## config.mk

```make
export PLATFORM = sky130hd
export DESIGN_NAME = button_switch_reader
export DESIGN_NICKNAME = d
export VERILOG_FILES = /design/src/rtl/io_pkg.sv /design/src/rtl/btn_debouncer.sv /design/src/rtl/button_switch_reader.sv
export SDC_FILE = /design/constraint.sdc
export NUM_CORES = 1
export LEC_CHECK = 0
export BUFFER_PORTS_ARGS = -buffer_cell sky130_fd_sc_hd__buf_2
export CORE_ASPECT_RATIO = 1.5
export CORE_MARGIN = 4
export CORE_UTILIZATION = 50
export CTS_CLUSTER_SIZE = 12
export DETAILED_ROUTE_END_ITERATION = 10
export GPL_ROUTABILITY_DRIVEN = 0
export HOLD_SLACK_MARGIN = 0.05
export PLACE_DENSITY_LB_ADDON = 0.3
export SETUP_SLACK_MARGIN = 0.4
export SLEW_MARGIN = 20
export SYNTH_ARGS = -nofsm -noshare
export SYNTH_HDL_FRONTEND = slang
export SYNTH_HIERARCHICAL = 1
export SYNTH_SLANG_ARGS = --single-unit
```

## constraint.sdc

```tcl
create_clock -name clk -period 5.1 [get_ports clk]
set_input_delay 0.255 -clock clk [delete_from_list [all_inputs] [get_ports clk]]
set_output_delay 0.255 -clock clk [all_outputs]
set_load 0.02 [all_outputs]
```

## src/rtl/io_pkg.sv

```systemverilog
// io_pkg: shared register map and defaults for the button/switch input peripheral
package io_pkg;
  localparam logic [3:0] SW_OFS  = 4'd0;
  localparam logic [3:0] BTN_OFS = 4'd4;
  localparam logic [3:0] EVT_OFS = 4'd8;
  localparam logic [3:0] CNT_OFS = 4'd12;
  localparam logic [31:0] IO_BASE_ADDR = 32'h0000_0400;
  typedef enum logic [1:0] {
    REG_SW  = 2'b00,
    REG_BTN = 2'b01,
    REG_EVT = 2'b10,
    REG_CNT = 2'b11
  } io_reg_e;
endpackage

```

## src/rtl/btn_debouncer.sv

```systemverilog
// btn_debouncer: 2-flop synchronizer plus stable-level debounce for one button
module btn_debouncer #(
  parameter int DEBOUNCE_CYCLES = 500000
) (
  input  logic clk,
  input  logic reset,
  input  logic raw,
  output logic level,
  output logic rise
);
  localparam int CW = $clog2(DEBOUNCE_CYCLES) + 1;
  logic [1:0] sync;
  logic [CW-1:0] cnt;
  logic commit;
  // rise is combinational so the event latch sets on the same edge as level
  assign commit = (sync[1] != level) && (cnt == CW'(DEBOUNCE_CYCLES - 1));
  assign rise = commit && sync[1];
  always_ff @(posedge clk or posedge reset)
    if (reset) begin
      sync  <= '0;
      cnt   <= '0;
      level <= 1'b0;
    end else begin
      sync <= {sync[0], raw};
      if (sync[1] == level) cnt <= '0;
      else if (commit) begin
        level <= sync[1];
        cnt   <= '0;
      end else cnt <= cnt + 1'b1;
    end
endmodule

```

## src/rtl/button_switch_reader.sv

```systemverilog
// button_switch_reader: memory-mapped buttons/switches with press events and counter
module button_switch_reader
  import io_pkg::*;
#(
  parameter int          N_BTN           = 4,
  parameter int          N_SW            = 8,
  parameter int          DEBOUNCE_CYCLES = 500000,
  parameter logic [31:0] BASE_ADDR       = IO_BASE_ADDR
) (
  input  logic             clk,
  input  logic             reset,
  input  logic [N_BTN-1:0] btn_raw,
  input  logic [N_SW-1:0]  sw_raw,
  input  logic [31:0]      Addr,
  input  logic             MemRead,
  output logic             Hit,
  output logic [31:0]      ReadData,
  output logic             irq_pending
);
  logic [N_SW-1:0] sw_meta, sw_sync;
  logic [N_BTN-1:0] stab, rise, evt, evt_clr;
  logic [7:0] press_cnt;
  io_reg_e reg_sel;
  logic unused_addr;
  assign unused_addr = ^Addr[1:0];
  genvar i;
  generate
    for (i = 0; i < N_BTN; i++) begin : g_btn
      btn_debouncer #(.DEBOUNCE_CYCLES(DEBOUNCE_CYCLES)) u_db (
        .clk  (clk),
        .reset(reset),
        .raw  (btn_raw[i]),
        .level(stab[i]),
        .rise (rise[i])
      );
    end
  endgenerate
  assign Hit = Addr[31:4] == BASE_ADDR[31:4];
  assign reg_sel = io_reg_e'(Addr[3:2]);
  assign ReadData = !Hit               ? 32'd0 :
                    reg_sel == REG_SW  ? 32'(sw_sync) :
                    reg_sel == REG_BTN ? 32'(stab) :
                    reg_sel == REG_EVT ? 32'(evt) : 32'(press_cnt);
  // only the bits actually returned by this read are cleared; a same-edge rise wins
  assign evt_clr = (MemRead && Hit && reg_sel == REG_EVT) ? evt : '0;
  always_ff @(posedge clk or posedge reset)
    if (reset) begin
      sw_meta     <= '0;
      sw_sync     <= '0;
      evt         <= '0;
      press_cnt   <= '0;
      irq_pending <= 1'b0;
    end else begin
      sw_meta     <= sw_raw;
      sw_sync     <= sw_meta;
      evt         <= (evt & ~evt_clr) | rise;
      press_cnt   <= press_cnt + 8'($countones(rise));
      irq_pending <= |evt;
    end
endmodule

```

==> metrics.cfg <==
[synth]
synth_top_area_share_pct = 50.3
synth.distinct_cells = 39
yosysWarnings = 6
seq_area_frac_synth_pct = 50.3
synth_ff_type = dfrtp_1
syn_area_mm2 = 0.00602
synth_top_area_cell = dfrtp_1
netlist_instances = 562
async_flop_share_pct = 100
synth_edf_count = 0
yosys-top-cells-area = dfrtp_1, xnor2_1, nor2_1
postSynthRegisterBits = 121
syn-mean-instance-area_um2 = 10.7

[grt]
grt_overflow = 0
antenna_found_initial = 0
grt_util_all_layers_pct = 18.9
grt_pass1_wl_um = 21300
grt_max_degree = 30
grt_pass1_vias = 4579

[timing]
hold_viol = 0
tightest_slew_ps = 890
finalCritPeriodShare_pct = 64.8
setup_viol = 0
fin_ws_ps = 1800
finalClockSkew_ps = 9.79
post-route-min-period_ps = 3300
rsz0062_at_grt = false
setup_tns_ps = 0
relSlewSlack_pct = 40.6
slew_violations = 0
fmax_ghz = 0.303

[critical_path]
start_kind = flip-flop
path_class = flip-flop to flip-flop
reg2reg_from = g_btn[1].u_db/cnt[0]$_DFF_PP0_
required_ps = 5430
worstPathArrival_ps = 3630
endpoint_kind = flip-flop
cp_max_fo = 7
critPathLaunch = g_btn[1].u_db/cnt[0]$_DFF_PP0_

[die]
core_mm2 = 0.0117
die_w_um = 97.6
start_util_pct = 51.7
fp.dieH_um = 142
die_area_mm2 = 0.0139
row_count = 48
ios = 81

[outcome]
status = complete, no violations

[cells_and_area]
fin_nets = 691
syn_to_final_growth_pct = 15.9
drive_gt1_share_pct = 17.8
layout.cells.non_filler = 796
antennaDiodeCount = 0
final_cell_mix = dfrtp_1, nor2_1, buf_2
final_common_cell = dfrtp_1

[clock_tree]
numCtsBuffers = 17
cts.htree.levels = 4
cts_tree = done
clockBufferDepth = 2
postCtsHoldBufs = 12
clkLatencyLatePin_ps = 410
cts_setup_buffers = 0
root_buffer = clkbuf_16
cts.sinks = 121
cts-resized-gates = 0
path_clk_slew_ps = 50

[route]
drc = 0
wl_per_cell_um = 15.7
wl_um = 12500
vias = 4428
ant_nets = 0
viasPerCell = 5.56
drt_iter0_markers = 201
first_pass_iters = 4

[flow_run]
timing.max_cap.violations = 0

[placement]
dpl.cell_count = 754
port_buffers = 54
dpl_worst_slack_ps = 1850
dp_hpwl_um = 8820

[hold_path]
hp-start = sw_meta[4]$_DFF_PP0_
min_path_type = flip-flop to flip-flop

[pwr]
p_leak_uw = 0.00297
power_density_mw_per_mm2 = 317
peakVddDrop_mv = 0.263

-- state kept, by name, indices dropped and copies added (netlist names) --
register / flops
press_cnt: 8
g_btn.u_db/level: 4
evt: 4
sw_meta: 8
g_btn.u_db/cnt: 80
g_btn.u_db/sync: 8
irq_pending: 1
sw_sync: 8
-- cell type report --
cell class | instances | area (um^2)
Sequential cell | 121 | 3030
Multi-Input combinational cell | 411 | 2750
Clock buffer | 20 | 447
Fill cell | 985 | 4670
Tap cell | 150 | 188
Inverter | 18 | 67.6
Timing Repair Buffer | 67 | 400
Clock inverter | 9 | 103
-- synth_stat cells (2+ instances only) --
cell type,count
and4_2,4
or4_4,4
buf_2,6
nor4b_1,4
nand2_1,26
buf_6,5
nand4_1,24
or3_1,16
nor4_2,2
buf_4,24
nor4_1,23
xnor2_1,45
nand4_2,9
ha_1,5
fa_1,3
and3_1,4
a22oi_1,4
inv_1,18
o21ai_0,13
o32a_1,4
mux4_2,4
nor2_1,74
xor2_1,25
nor3b_1,12
nand3_1,30
nor3_1,20
dfrtp_1,121
o31ai_4,4
a21oi_1,12
mux2_2,4
or4_1,5
-- stage by stage --
| stage | instance area (um^2) | util [%] | hold slack (ps) | total power, uW |
|---|---|---|---|---|
| 6_report | 6980 | 59.9 | 345 | 2210 |
| 5_1_grt | 6980 | 59.9 | 354 | 2300 |
| 3_5_place_dp | 6300 | 54.1 | 336 | 1100 |
| 3_3_place_gp | 6300 | 54.1 | 334 | 1100 |
| 2_1_floorplan | 6110 | - | 257 | 1080 |
| 4_1_cts | 6970 | 59.8 | 101 | 2240 |
-- logic make-up after synthesis --
kind of cell | share of synthesized area, %
simple gates | 24.7
flops | 50.3
xor+xnor | 10.2
buf+inv | 5.55
compound gates | 4.93
fa+ha+maj | 2.04
mux | 2.24
other cells | 0.0623
-- where the power goes --
| group | internal [uW] | switching (uW) |
|---|---|---|
| Sequential | 979 | 14.0 |
| Combinational | 35.1 | 67.3 |
| Clock | 719 | 396 |
-- path summary, 6_finish.rpt --
check                      cells past startpoint                        endpoint  slack, ps
max reg2reg                                   12          press_cnt[4]$_DFF_PP0_       1800
min                                            0            sw_sync[4]$_DFF_PP0_        350
min in group asynchronous                      3          press_cnt[0]$_DFF_PP0_        530
min reg2reg                                    0            sw_sync[4]$_DFF_PP0_        350
max                                           12          press_cnt[4]$_DFF_PP0_       1800
max in group asynchronous                      3  g_btn[2].u_db/cnt[4]$_DFF_PP0_       3900
-- layer usage --
layer,global-route usage (%),routed length (um),share of wire [%],vias up
li1,-,-,-,2109
met1,21.5,4900,39,2212
met2,34.4,6970,56,95
met3,4.61,470,3.8,12
met4,7.15,127,1.0,0
met5,0,0,0,-
-- worst max-delay path: stages, from the launching register on --
cell and delay [ps]:
dfrtp_1 400, ha_1 270, nand4_2 260, nor2_1 250, nand4_1 110, nor3b_1 460, fa_1 500, inv_1 80
fa_1 190, inv_1 60, fa_1 420, nand3_1 120, xnor2_1 110
(Power assumes the default switching activity.)
